===== config.mk =====
export PLATFORM = sky130hd
export DESIGN_NAME = axis_bus_deserialiser
export DESIGN_NICKNAME = d
export VERILOG_FILES = /design/src/rtl/axis_bus_deserialiser.sv
export SDC_FILE = /design/constraint.sdc
export NUM_CORES = 1
export LEC_CHECK = 0
export ABC_AREA = 1
export CAP_MARGIN = 20
export CORE_ASPECT_RATIO = 1.1
export CORE_MARGIN = 8
export CORE_UTILIZATION = 48
export CTS_CLUSTER_DIAMETER = 200
export DETAILED_ROUTE_END_ITERATION = 7
export PLACE_DENSITY = 0.89
export SLEW_MARGIN = 20
export SYNTH_ARGS = -nofsm -noshare
export SYNTH_HDL_FRONTEND = slang
export SYNTH_SLANG_ARGS = --single-unit

===== constraint.sdc =====
create_clock -name aclk -period 4.3 [get_ports aclk]
set_input_delay 0.86 -clock aclk [delete_from_list [all_inputs] [get_ports aclk]]
set_output_delay 0.86 -clock aclk [all_outputs]
set_load 0.05 [all_outputs]

===== src/rtl/axis_bus_deserialiser.sv =====
// rtl/axis_bus_deserialiser.sv - packet-atomic one-into-two AXI-Stream demultiplexer
//
// Routes each whole packet from the single input stream to bus0 or bus1.
// The destination is taken from s_axis_tuser[P_ROUTE_BIT] on the packet's
// first beat. Each output has a one-stage register slice. The input only
// back-pressures on the slice that the current packet is going to.
//
// Optional feature: define AXIS_BUS_DESERIALISER_ERR_DROP_EN to discard
// packets whose first beat has s_axis_tuser[7]=1.
//
// Ports:
//   aclk, aresetn          clock, asynchronous active-low reset
//   en                     enable (asynchronous, synchronised internally)
//   s_axis_*               input stream (tdata/tkeep/tuser/tvalid/tlast, tready out)
//   m_axis_bus0_*          output stream 0 (tready in)
//   m_axis_bus1_*          output stream 1 (tready in)

`timescale 1ns/1ps

module axis_bus_deserialiser #(
  parameter int P_BUS_LENGTH = 8,
  parameter int P_ROUTE_BIT  = 0
) (
  input  logic                      aclk,
  input  logic                      aresetn,
  input  logic                      en,
  output logic                      s_axis_tready,
  input  logic [P_BUS_LENGTH-1:0]   s_axis_tdata,
  input  logic [P_BUS_LENGTH/8-1:0] s_axis_tkeep,
  input  logic [7:0]                s_axis_tuser,
  input  logic                      s_axis_tvalid,
  input  logic                      s_axis_tlast,
  input  logic                      m_axis_bus0_tready,
  output logic [P_BUS_LENGTH-1:0]   m_axis_bus0_tdata,
  output logic [P_BUS_LENGTH/8-1:0] m_axis_bus0_tkeep,
  output logic [7:0]                m_axis_bus0_tuser,
  output logic                      m_axis_bus0_tvalid,
  output logic                      m_axis_bus0_tlast,
  input  logic                      m_axis_bus1_tready,
  output logic [P_BUS_LENGTH-1:0]   m_axis_bus1_tdata,
  output logic [P_BUS_LENGTH/8-1:0] m_axis_bus1_tkeep,
  output logic [7:0]                m_axis_bus1_tuser,
  output logic                      m_axis_bus1_tvalid,
  output logic                      m_axis_bus1_tlast
);

  localparam int KW = P_BUS_LENGTH / 8;

  typedef enum logic [1:0] {IDLE, PASS0, PASS1, DROP} state_t;

  state_t state, state_nxt;

  logic en_meta, en_s;
  logic ready;
  logic [1:0] sel;        // slice targeted by the beat on the input this cycle
  logic [1:0] wr;         // slice write strobes
  logic [1:0] slot_free;
  logic [1:0] m_ready;
  logic       route;
  logic       hs;

  logic [P_BUS_LENGTH-1:0] data_q  [2];
  logic [KW-1:0]           keep_q  [2];
  logic [7:0]              user_q  [2];
  logic [1:0]              valid_q;
  logic [1:0]              last_q;

  // Two-flop synchroniser for the asynchronous enable
  always_ff @(posedge aclk or negedge aresetn) begin
    if (!aresetn) begin
      en_meta <= 1'b0;
      en_s    <= 1'b0;
    end else begin
      en_meta <= en;
      en_s    <= en_meta;
    end
  end

  assign route     = s_axis_tuser[P_ROUTE_BIT];
  assign m_ready   = {m_axis_bus1_tready, m_axis_bus0_tready};
  assign slot_free = ~valid_q | m_ready;
  assign hs        = s_axis_tvalid & ready;
  assign wr        = sel & {2{hs}};

  // FSM state register
  always_ff @(posedge aclk or negedge aresetn) begin
    if (!aresetn) state <= IDLE;
    else          state <= state_nxt;
  end

  // FSM next-state logic
  always_comb begin
    state_nxt = state;
    unique case (state)
      IDLE: begin
        if (hs && !s_axis_tlast) begin
`ifdef AXIS_BUS_DESERIALISER_ERR_DROP_EN
          if (s_axis_tuser[7]) state_nxt = DROP;
          else
`endif
          state_nxt = route ? PASS1 : PASS0;
        end
      end
      default: begin
        if (hs && s_axis_tlast) state_nxt = IDLE;
      end
    endcase
  end

  // FSM outputs: input ready and destination select.
  // Only IDLE looks at en_s so a started packet is never truncated.
  always_comb begin
    ready = 1'b0;
    sel   = 2'b00;
    unique case (state)
      IDLE: begin
`ifdef AXIS_BUS_DESERIALISER_ERR_DROP_EN
        if (s_axis_tuser[7]) begin
          ready = en_s;
        end else
`endif
        begin
          ready = en_s & slot_free[route];
          sel   = route ? 2'b10 : 2'b01;
        end
      end
      PASS0: begin
        ready = slot_free[0];
        sel   = 2'b01;
      end
      PASS1: begin
        ready = slot_free[1];
        sel   = 2'b10;
      end
      default: ready = 1'b1;  // DROP: swallow beats, nothing written
    endcase
  end

  assign s_axis_tready = ready;

  // Output register slices
  for (genvar i = 0; i < 2; i++) begin : g_slice
    always_ff @(posedge aclk or negedge aresetn) begin
      if (!aresetn) begin
        valid_q[i] <= 1'b0;
        last_q[i]  <= 1'b0;
        data_q[i]  <= '0;
        keep_q[i]  <= '0;
        user_q[i]  <= '0;
      end else if (wr[i]) begin
        valid_q[i] <= 1'b1;
        last_q[i]  <= s_axis_tlast;
        data_q[i]  <= s_axis_tdata;
        keep_q[i]  <= s_axis_tkeep;
        user_q[i]  <= s_axis_tuser;
      end else if (m_ready[i]) begin
        valid_q[i] <= 1'b0;
      end
    end
  end

  assign m_axis_bus0_tdata  = data_q[0];
  assign m_axis_bus0_tkeep  = keep_q[0];
  assign m_axis_bus0_tuser  = user_q[0];
  assign m_axis_bus0_tvalid = valid_q[0];
  assign m_axis_bus0_tlast  = last_q[0];
  assign m_axis_bus1_tdata  = data_q[1];
  assign m_axis_bus1_tkeep  = keep_q[1];
  assign m_axis_bus1_tuser  = user_q[1];
  assign m_axis_bus1_tvalid = valid_q[1];
  assign m_axis_bus1_tlast  = last_q[1];

endmodule


======== Yosys cells after proc, flatten, opt, wreduce, memory -nomap -nowiden ========
Index checks and enable logic that the tools add are counted.
storage, ports and cells
  flip-flop bits (word level) ............. 42
  output and inout bits ................... 39
cells by class
  muxes and demuxes ....................... 12
  bitwise gates (word level) .............. 5
  reduce and logical (&&, ||, !) cells .... 8
  equal/unequal tests ..................... 3
  $lt $le $gt $ge ......................... 1
operators with widths
  operator                                                                count
  2-bit two-way mux                                                       4
  1-bit two-way mux                                                       6
  2-bit one-hot mux with 3 select lines                                   1
  2-bit nonzero test                                                      3
  1-bit one-hot mux with 3 select lines                                   1
  1-bit bitwise AND                                                       2
  2-bit bitwise AND                                                       1
  2-bit by 1-bit equality test with 1-bit output (second input constant)  1
  2-bit equality test (second input constant)                             1
  1-bit logical AND                                                       2
  2-bit logical NOT                                                       1
  1-bit by 2-bit < comparator with 1-bit output (second input constant)   1
  2-bit != test (second input constant)                                   1
  2-bit inverter                                                          1
  2-bit bitwise OR                                                        1
  2-bit AND reduction                                                     1
  1-bit logical NOT                                                       1

======== Logic depth before layout (Yosys ltp) ========
  word-level depth ........................ 10
  mapped depth ............................ 10

======== Least setup slack after synthesis ========
No wires, ideal clock.
  kind .................................... input to output
  from .................................... input m_axis_bus0_tready
  to ...................................... output s_axis_tready
  path buffers ............................ 1
  path slack .............................. 1,941 ps
  required time ........................... 3,440 ps
  cell stages on the path ................. 7
  data arrival time ....................... 1,499 ps
  path through ............................ inv_1 nand2_1 nand2_1 nand2_1 nand2_1 nand2_2 buf_4
on the way
  cells in the longest elaborated chain, start to end .. 5
RTL lines
  item                                                  line  source
  from (decl)                                           33    input logic m_axis_bus0_tready,
  2-bit bitwise OR (*)                                  81    assign slot_free = ~valid_q | m_ready;
  1-bit two-way mux (not written as such) (2 in a row)  123   ready = en_s & slot_free[route];
  1-bit bitwise AND                                     123
  1-bit one-hot mux with 3 select lines (*)             115   unique case (state)
  to (decl)                                             27    output logic s_axis_tready,
Every way passes the cells marked *; elsewhere a longest branch is shown, timed or not. The select of a mux whose other input is x is not followed.

======== Worst setup path in the final report ========
  from .................................... input s_axis_tuser[0]
  to ...................................... output s_axis_tready
on the way
  cells in the longest elaborated chain, start to end .. 4
RTL lines
  item                                                  line  source
  from (decl)                                           30    input logic [7:0] s_axis_tuser,
  1-bit two-way mux (not written as such) (2 in a row)  123
  1-bit bitwise AND                                     123
  1-bit one-hot mux with 3 select lines                 115
No other way between the ends. The select of a mux whose other input is x is not followed.

==> results list <==
- Result of the run: complete, no violations
- Row count: 23
- Number of buffers on the longest clock path: 2
- Ratio of final minimum period to clock period: 65.7%
- Share of cell area taken by muxes after synthesis: 0%
- Dominant combinational cell family by area after synthesis: simple AND/OR/NAND/NOR gates
* Area fraction in and, or, nand and nor cells after synthesis: 35.6%
- Top library cells by usage in the layout, fill and taps aside: nand2_1 (83), clkdlybuf4s50_1 (60), dfrtp_1 (42)
- TritonCTS clock tree: done
- Via count: 1624
* FF-to-FF Start: state[1]
- Number of H-tree levels: 2
* Pre-CTS setup slack: 1.48 ns
- In the final routed layout, each cell accounts on average for 15.5 um.
- Detailed Route Iter0 Violations: 129
* Final-layout setup total negative slack: 0 ns
- Type of the setup path with the least slack: in -> out
* Resized Gates After CTS: 0
- Across the run, the number of max-cap violations was 0.
* Vias in the first global route: 1559
- Number of cells produced by synthesis: 197
- In this run, CTS created clock tree buffers numbering 5.
* Worst EP arrival: 1.97 ns
- Antenna Nets Post-Route: 0
* Min-Delay Path Class: reg -> reg
* P_leak: 1.23 nW
- Power spread over the standard cell area amounts to 952 nW/um2.
- Entering global routing, the biggest net connects 43 pins.
- Number of buffers inserted for hold repair after clock tree synthesis: 0
- The floorplan step defined a die boundary enclosing 6050 um2.
- Core Region: 3650 um2
- Worst reg-to-reg setup slack: 2.38 ns
- The worst hold path begins at en_meta.
* Total global routing overflow: 0
* Worst min-delay path endpoint: en_s
* Total wire length after detailed routing: 4730 um
- Netlist Area Pre-Place: 1830 um2
- Mean cell area of the mapped netlist: 9.30 um2
* Flip-flop and latch count after synthesis: 42
- Buffers added to address setup during post-CTS repair amount to 0.
* Post-Synth XOR/XNOR Area: 0.478%
* I/O Pins: 63
- Kind of start point of the critical path: input pin
- Wire length of the first global-routing pass: 7560 um
- For the pin with the worst max-slew slack, the measured transition is 0.919 ns.
- Worst setup skew after layout: 0.00565 ns
* Drt first pass iters: 4
* Clock-pin slew on the worst setup and hold paths: 0.07 ns
* ANT cells: 0
* Remaining DRCs: 0
- Yosys printed 0 warnings.
- Synth unique cells: 18
- Hold depth: 0
- Buffer cell driving the clock tree root: clkbuf_8
* Aggregate global-route resource usage: 16.1%
* Layout Nets: 279
- Final setup vio count: 0
- Commonest non-fill, non-tap cell in the layout: nand2_1
- Die span in x: 74.9 um
- Summing the areas of all fa, ha and maj instances in the mapped netlist gives 0% of the synthesized area.
* Final weighted congestion of routability-driven global placement: 0.779
* Peak supply drop: 0.423 mV
- Initial cell density of the core: 50.1%
- Share of the core filled with cells: 69.9%
- Data on the critical path is required at its endpoint by 3.44 ns.
- Max Clk Rate: 0.354 GHz
- Drt via density: 5.32
- Number of buffers added on ports: 62
- Synthesis-to-finish area growth: 39.4%
- Syn_nets: 221
- The tree built by TritonCTS fans out to 42 sinks.
- The number of antenna violations at the first check in global routing was 0.
- Of the cells placed in the final design, the portion with a size suffix greater than 1 is 8.24%.
* Worst skew pair latency: 0.29 ns
* Synth Area in Compound Gates: 0.888%
* Fin. Hold Viols: 0
- Max transition margin: 38.7%
- Min setup slack post-route: 1.47 ns
- Min Tclk post-route: 2.83 ns
- Critical Path End Type: output pin
* Die boundary height: 80.8 um
- Crit-path max FO: 5
- The max-slew violation total from the final report is 0.
* Register-to-Register Path Depth: 9
- Sequential element share of the synthesized area: 57.4%
* RSZ-0062 raised after global routing: false
- Worst R2R End: m_axis_bus0_tdata[5]
* HPWL Detailed: 3280 um
## synthesized netlist by cell type
cell type | number | area (um2)
dfrtp_1 | 42 | 1050
buf_1 | 3 | 11.3
nand3_4 | 2 | 35.0
nor2_1 | 2 | 7.51
buf_6 | 2 | 22.5
nand2_2 | 1 | 6.26
buf_2 | 5 | 25.0
inv_2 | 3 | 11.3
nand4_1 | 38 | 238
a21oi_4 | 1 | 16.3
nand2_1 | 83 | 312
nand3_1 | 5 | 25.0
xnor2_1 | 1 | 8.76
nand2_4 | 1 | 11.3
inv_1 | 3 | 11.3
nor2_4 | 1 | 11.3
buf_4 | 3 | 22.5
nor2_2 | 1 | 6.26
## worst max-delay path by stage
| stage | from | end | slack [ns] | cells after the start |
|---|---|---|---|---|
| after floorplan | m_axis_bus0_tready | s_axis_tready | 1.94 | 7 |
| after CTS | s_axis_tuser[0] | s_axis_tready | 1.48 | 6 |
| after detailed placement | s_axis_tuser[0] | s_axis_tready | 1.48 | 6 |
| after global routing | s_axis_tuser[0] | s_axis_tready | 1.42 | 6 |
| after global placement | s_axis_tuser[0] | s_axis_tready | 1.51 | 6 |
| final | s_axis_tuser[0] | s_axis_tready | 1.47 | 6 |
## kinds of logic (layout without fill, tap and decap cells)
| kind of cell | Yosys count | in the layout |
|---|---|---|
| buf+inv | 19 | 77 |
| xor+xnor | 1 | 1 |
| simple gates | 134 | 134 |
| flops | 42 | 42 |
| compound gates | 1 | 1 |
## routing by layer
metal	track usage, %	share of wire [%]
met5	0	0
met4	4.51	0.55
met3	5.30	8.1
met2	25.6	48
met1	20.3	43
## final cells by class
type / count / area, um2
multi-input combinational: 136 / 677
clock buffer: 6 / 82.6
timing repair buffer: 64 / 628
fill: 292 / 1100
tap: 50 / 62.6
sequential: 42 / 1050
inverter: 6 / 22.5
clock inverter: 1 / 30.0
## worst max-delay path, cell delays in order
cell and delay [ns]:
clkdlybuf4s50_1 0.57, inv_2 0.10, nand3_1 0.09, nand3_1 0.09, nand2_2 0.07, buf_4 0.20
## through the flow
| step | total power, mW | std cells | area, um2 | hold WS (ns) |
|---|---|---|---|---|
| floorplan | 1.68 | 197 | 1830 | 0.331 |
| global placement | 2.11 | 298 | 2440 | 0.333 |
| detailed placement | 2.13 | 298 | 2440 | 0.336 |
| CTS | 2.45 | 305 | 2550 | 0.352 |
| global route | 2.57 | 305 | 2550 | 0.371 |
| finish | 2.43 | 305 | 2550 | 0.350 |
## registers in the layout, indices dropped and copies added, names as in the netlist
signal	count
m_axis_bus1_tdata	8
m_axis_bus1_tvalid	1
m_axis_bus0_tvalid	1
m_axis_bus1_tkeep	1
m_axis_bus0_tdata	8
state	2
m_axis_bus0_tkeep	1
en_s	1
m_axis_bus1_tuser	8
m_axis_bus1_tlast	1
m_axis_bus0_tlast	1
m_axis_bus0_tuser	8
en_meta	1
## power breakdown
part	switching, mW	leakage, nW	internal (mW)
Combinational	1.02	0.647	0.429
Sequential	0.0986	0.524	0.570
Clock	0.128	0.0573	0.186
Total	1.25	1.23	1.18
Power figures use the tool's default switching activity.
